[src/rtl/arb_pkg.sv]
// Shared types and constants for the unified instruction/data memory arbiter.
package arb_pkg;

   typedef enum logic [1:0] {
      StIdle,
      StBusyIf,
      StBusyDm,
      StDone
   } arb_state_e;

   localparam int unsigned MemLatMin = 1;
   localparam int unsigned MemLatMax = 7;
   localparam int unsigned CntW      = 3;

   function automatic logic lat_ok(input int unsigned lat);
      return (lat >= MemLatMin) && (lat <= MemLatMax);
   endfunction

endpackage

[src/rtl/arb_perf_counter.sv]
// Free-running enabled counter that wraps at 2^Width.
module arb_perf_counter #(
   parameter int unsigned Width = 32
) (
   input  logic             clk,
   input  logic             rst,
   input  logic             en,
   output logic [Width-1:0] count
);

   logic [Width-1:0] count_q, count_d;

   always_comb begin
      count_d = count_q;
      if (en) begin
         count_d = count_q + Width'(1);
      end
   end

   always_ff @(posedge clk or negedge rst) begin
      if (!rst) begin
         count_q <= '0;
      end else begin
         count_q <= count_d;
      end
   end

   assign count = count_q;

endmodule

[src/rtl/unified_mem_arbiter.sv]
// Arbitrates a single-port fixed-latency memory between fetch and memory stages.
// Optional performance counters are enabled with the ARB_PERF_CNT_EN macro.
module unified_mem_arbiter
   import arb_pkg::*;
#(
   parameter int unsigned ADDR_W  = 32,
   parameter int unsigned DATA_W  = 32,
   parameter int unsigned MEM_LAT = 2
) (
   input  logic              clk,
   input  logic              rst,
   input  logic              if_req,
   input  logic [ADDR_W-1:0] if_addr,
   output logic [DATA_W-1:0] if_rdata,
   output logic              if_valid,
   input  logic              dm_req,
   input  logic              dm_we,
   input  logic [ADDR_W-1:0] dm_addr,
   input  logic [DATA_W-1:0] dm_wdata,
   output logic [DATA_W-1:0] dm_rdata,
   output logic              dm_valid,
   input  logic              pcsrce,
   output logic              stallf,
   output logic              stallm,
   output logic              mem_req,
   output logic              mem_we,
   output logic [ADDR_W-1:0] mem_addr,
   output logic [DATA_W-1:0] mem_wdata,
   input  logic [DATA_W-1:0] mem_rdata
`ifdef ARB_PERF_CNT_EN
  ,output logic [31:0]       perf_stallf_cnt,
   output logic [31:0]       perf_conflict_cnt
`endif
);

   if (!lat_ok(MEM_LAT)) begin : g_lat_chk
      $error("MEM_LAT out of range 1..7");
   end

   localparam logic [CntW-1:0] LatCnt = CntW'(MEM_LAT);

   arb_state_e        state_q, state_d;
   logic [CntW-1:0]   cnt_q, cnt_d;
   logic              kill_q, kill_d;
   logic              fair_q, fair_d;
   logic              dm_we_q, dm_we_d;
   logic              if_valid_q, if_valid_d;
   logic              dm_valid_q, dm_valid_d;
   logic [DATA_W-1:0] if_rdata_q, if_rdata_d;
   logic [DATA_W-1:0] dm_rdata_q, dm_rdata_d;

   logic if_elig, dm_elig, idle, grant_if, grant_dm, lat_hit;

   // A fetch whose PC is being redirected this cycle is stale and not eligible.
   assign if_elig  = if_req & ~pcsrce;
   assign dm_elig  = dm_req;
   assign idle     = (state_q == StIdle) & rst;
   assign grant_dm = idle & dm_elig & ~(if_elig & fair_q);
   assign grant_if = idle & if_elig & ~grant_dm;
   assign lat_hit  = (cnt_q == LatCnt);

   always_ff @(posedge clk or negedge rst) begin
      if (!rst) begin
         state_q <= StIdle;
      end else begin
         state_q <= state_d;
      end
   end

   always_comb begin
      state_d = state_q;
      cnt_d   = cnt_q;
      kill_d  = kill_q;
      fair_d  = fair_q;
      unique case (state_q)
         StIdle: begin
            if (grant_dm) begin
               state_d = StBusyDm;
               cnt_d   = CntW'(1);
               fair_d  = if_req;
            end else if (grant_if) begin
               state_d = StBusyIf;
               cnt_d   = CntW'(1);
               fair_d  = 1'b0;
            end
         end
         StBusyIf: begin
            cnt_d = cnt_q + CntW'(1);
            if (pcsrce) begin
               kill_d = 1'b1;
            end
            if (lat_hit) begin
               state_d = StDone;
            end
         end
         StBusyDm: begin
            cnt_d = cnt_q + CntW'(1);
            if (lat_hit) begin
               state_d = StDone;
            end
         end
         StDone: begin
            state_d = StIdle;
            cnt_d   = '0;
            kill_d  = 1'b0;
         end
         default: state_d = StIdle;
      endcase
   end

   always_comb begin
      mem_req    = grant_dm | grant_if;
      mem_we     = grant_dm & dm_we;
      mem_addr   = '0;
      mem_wdata  = '0;
      if (grant_dm) begin
         mem_addr  = dm_addr;
         mem_wdata = dm_wdata;
      end else if (grant_if) begin
         mem_addr  = if_addr;
      end
      dm_we_d    = grant_dm ? dm_we : dm_we_q;
      // A redirect in the capture cycle itself must also suppress the fetch.
      if_valid_d = (state_q == StBusyIf) & lat_hit & ~kill_q & ~pcsrce;
      dm_valid_d = (state_q == StBusyDm) & lat_hit;
      if_rdata_d = if_valid_d ? mem_rdata : if_rdata_q;
      dm_rdata_d = (dm_valid_d & ~dm_we_q) ? mem_rdata : dm_rdata_q;
   end

   always_ff @(posedge clk or negedge rst) begin
      if (!rst) begin
         cnt_q      <= '0;
         kill_q     <= 1'b0;
         fair_q     <= 1'b0;
         dm_we_q    <= 1'b0;
         if_valid_q <= 1'b0;
         dm_valid_q <= 1'b0;
         if_rdata_q <= '0;
         dm_rdata_q <= '0;
      end else begin
         cnt_q      <= cnt_d;
         kill_q     <= kill_d;
         fair_q     <= fair_d;
         dm_we_q    <= dm_we_d;
         if_valid_q <= if_valid_d;
         dm_valid_q <= dm_valid_d;
         if_rdata_q <= if_rdata_d;
         dm_rdata_q <= dm_rdata_d;
      end
   end

   assign if_valid = if_valid_q;
   assign dm_valid = dm_valid_q;
   assign if_rdata = if_rdata_q;
   assign dm_rdata = dm_rdata_q;
   assign stallf   = if_req & ~if_valid_q;
   assign stallm   = dm_req & ~dm_valid_q;

`ifdef ARB_PERF_CNT_EN
   logic conflict;

   assign conflict = (state_q == StIdle) & if_elig & dm_elig;

   arb_perf_counter #(.Width(32)) u_perf_stallf (
      .clk   (clk),
      .rst   (rst),
      .en    (stallf),
      .count (perf_stallf_cnt)
   );

   arb_perf_counter #(.Width(32)) u_perf_conflict (
      .clk   (clk),
      .rst   (rst),
      .en    (conflict),
      .count (perf_conflict_cnt)
   );
`endif

endmodule

[config.mk]
export PLATFORM = sky130hd
export DESIGN_NAME = unified_mem_arbiter
export DESIGN_NICKNAME = d
export VERILOG_FILES = /design/src/rtl/arb_pkg.sv /design/src/rtl/arb_perf_counter.sv /design/src/rtl/unified_mem_arbiter.sv
export SDC_FILE = /design/constraint.sdc
export NUM_CORES = 1
export LEC_CHECK = 0
export CAP_MARGIN = 20
export CORE_AREA = 2 2 105 107
export CTS_CLUSTER_DIAMETER = 120
export DETAILED_ROUTE_END_ITERATION = 16
export DIE_AREA = 0 0 107 109
export PLACE_DENSITY = 0.79
export SYNTH_ARGS = -nofsm -noshare
export SYNTH_HDL_FRONTEND = slang
export SYNTH_SLANG_ARGS = --single-unit
[constraint.sdc]
create_clock -name clk -period 3.88 [get_ports clk]
set_input_delay 0.388 -clock clk [delete_from_list [all_inputs] [get_ports clk]]
set_output_delay 0.388 -clock clk [all_outputs]
set_load 0.03 [all_outputs]
==> results_dict.tcl <==
set metrics [dict create \
    cts_made_buffers 9 \
    die-area_mm2 0.01166 \
    ys.flop_type "dfrtp_1" \
    wl_per_cell_um 21.55 \
    synth-adder-area-share_pct 2.379 \
    synth.distinct_cells 32 \
    finalHoldViolations 0 \
    grt_first_pass_wirelength_um 21060 \
    finalInstanceArea_mm2 0.006655 \
    r2r_cells 6 \
    crit_end "mem_addr[25]" \
    gr-total-overflow 0 \
    fillers 845 \
    async_flop_share_pct 100.0 \
    synthCells 273 \
    clk_pin_slew_ps 80 \
    synth_xor_area_share_pct 0 \
    ys_top_cells_by_count "dfrtp_1 (74), mux2_2 (53), a22o_1 (33), and2_1 (33), mux2_4 (12)" \
    synth-compound-area-share_pct 10.06 \
    path_class "primary input to primary output" \
    drtAntennaViolNets 0 \
    multiInputGateArea_mm2 0.001680 \
    synth_top_family_by_area "multiplexers" \
    ir_worst_vdd_uv 389.8 \
    report.final.slew_viol_count 0 \
    seq_area_mm2 0.001852 \
    clock_sinks 74 \
    synthSimpleGateAreaFrac_pct 10.13 \
    cap_viol_max_count 0 \
    max_slew_margin_pct 40.84 \
    drt_pass1_iterations 6 \
    synth_warnings 0 \
    syn_to_final_growth_pct 80.73 \
    htree_levels 3 \
    status "finished clean" \
    reg2reg_from "cnt_q[0]" \
    rrSetupSlack_ps 1480 \
    synth_area_leaders "dfrtp_1 (50%), mux2_2 (16%), a22o_1 (7.8%), and2_1 (5.6%), mux2_4 (4.9%)" \
    period_minus_slack_ps 3223 \
    leakage_nw 2.872 \
    muxShareOfSynthArea_pct 22.56 \
    cts_tree "built" \
    finalCritPeriodShare_pct 83.08 \
    hold_path_class "primary input to asynchronous set/reset pin" \
    worst-slew-pin-transition_ps 887.3 \
    avgSynthCellArea_um2 13.49 \
    start_kind "primary input" \
    dpl-instance-area_mm2 0.006452 \
    start_util_pct 34.73 \
    post_cts_buffers 0 \
    tns_ps 0 \
    synth_fp_nets 414 \
    drive_gt1_share_pct 17.22 \
    synth-edff-count 0 \
    critPathMaxFanout 32 \
    fmax_mhz 310.2 \
    final_nets 682 \
    antenna_found_initial 0 \
    grt_pass1_vias 3524 \
    core_region_area_mm2 0.01060 \
    yosysTopAreaCell "dfrtp_1" \
    grt_setup_unrepaired "false" \
    antennaDiodeCount 0 \
    netlist.area_leader.share_pct 50.29 \
    route.detailed.drc 0 \
    yosysMostFrequentCell "dfrtp_1" \
    chipHeight_um 109 \
    root_buffer "clkbuf_8" \
    rr_endpoint "dm_rdata[28]" \
    ioPinCount 268 \
    routed_wl_um 14790 \
    synthesis.area_mm2 0.003682 \
    ys_seq_area_share_pct 50.29 \
    fin_worst_skew_ps 9.798 \
    setup_violations 0 \
    grt_use_total_pct 24.83 \
    vias 3354 \
    cp-startpoint "rst" \
    insertion_delay_ps 340 \
    critPathRequiredTime_ps 3490 \
    numPortBuffers 267 \
    dpl.hpwl_um 11660 \
    drt_iter0_drc 222 \
    grt_max_degree 72 \
    clk_path_buf_depth 2 \
    row_count 38 \
    cp.arrival_ps 2840 \
    power_density_mw_per_mm2 537.7 \
    vias_per_cell 4.889 \
    setup.worst_path.end_class "primary output" \
    ys_ff_latch 74 \
    gp_congestion 0.8966 \
    dieWidth_um 107 \
]
cells in the final DEF, fill, tap and decap left out, drive strengths merged, types with 7 or more instances in the layout:
cell / instances
clkdlybuf4s50: 266
a22o: 33
mux2: 68
nor2b: 7
and2: 33
dfrtp: 74
clkbuf: 10
inv: 10
buf: 7
ha: 7
final cells by class:
cell class | count | area share [%]
clock buffers | 10 | 1.918
clock inverters | 6 | 0.9776
inverters | 8 | 0.4512
multi-input cells | 174 | 25.25
flip-flops and latches | 74 | 27.82
well taps | 140 | 2.632
repair buffers | 274 | 40.95
state kept, by name (all words and copies together) (netlist names):
register	cells
fair_q	1
dm_rdata	32
if_rdata	32
if_valid	1
cnt_q	3
dm_valid	1
state_q	2
kill_q	1
dm_we_q	1
worst max-delay path, cell delays in order:
cell	delay (ps)
dlygate4sd3_1	540
buf_4	160
nand2_1	140
nor3_4	170
buf_4	350
a22o_1	260
clkdlybuf4s50_1	820
report_power, final:
group | total, mW | internal, mW | switching (mW)
sequential | 1.13 | 0.993 | 0.133
clock | 0.598 | 0.300 | 0.298
combinational | 1.85 | 0.883 | 0.972
how the worst min path moves through the flow:
stage                    end  start
floorplan           cnt_q[0]    rst
global placement      fair_q    rst
detailed placement    fair_q    rst
CTS                   fair_q    rst
global route          fair_q    rst
finish                fair_q    rst
per-layer routing:
layer	wire length (µm)	GRT usage [%]	part of all wire (%)
met5	0	0	0
met1	5879	29.56	40
met4	350	7.607	2.4
met3	1505	9.205	10
met2	7050	42.04	48
metrics by stage:
step	total power, mW	hold slack, ps	cells	worst slack, ps	util [%]
6_report	3.579	410.7	686	656.6	62.77
5_1_grt	3.755	399.8	686	543.9	62.77
4_1_cts	3.605	394.1	686	655.9	62.77
3_5_place_dp	2.990	205.4	669	738.7	60.86
3_3_place_gp	2.956	209.0	669	768.9	60.86
2_1_floorplan	2.164	92.41	273	1960	-
cells by family after synthesis:
group,Yosys count
buf+inv,25
fa+ha+maj,7
mux,70
simple gates,53
flops,74
compound gates,44
repair_timing:
action / in CTS / in global routing
hold buffers: 1 / 0
gates resized for setup: 0 / 0
endpoints found under the hold margin: 3 / 0
Power figures use the tool's default switching activity.
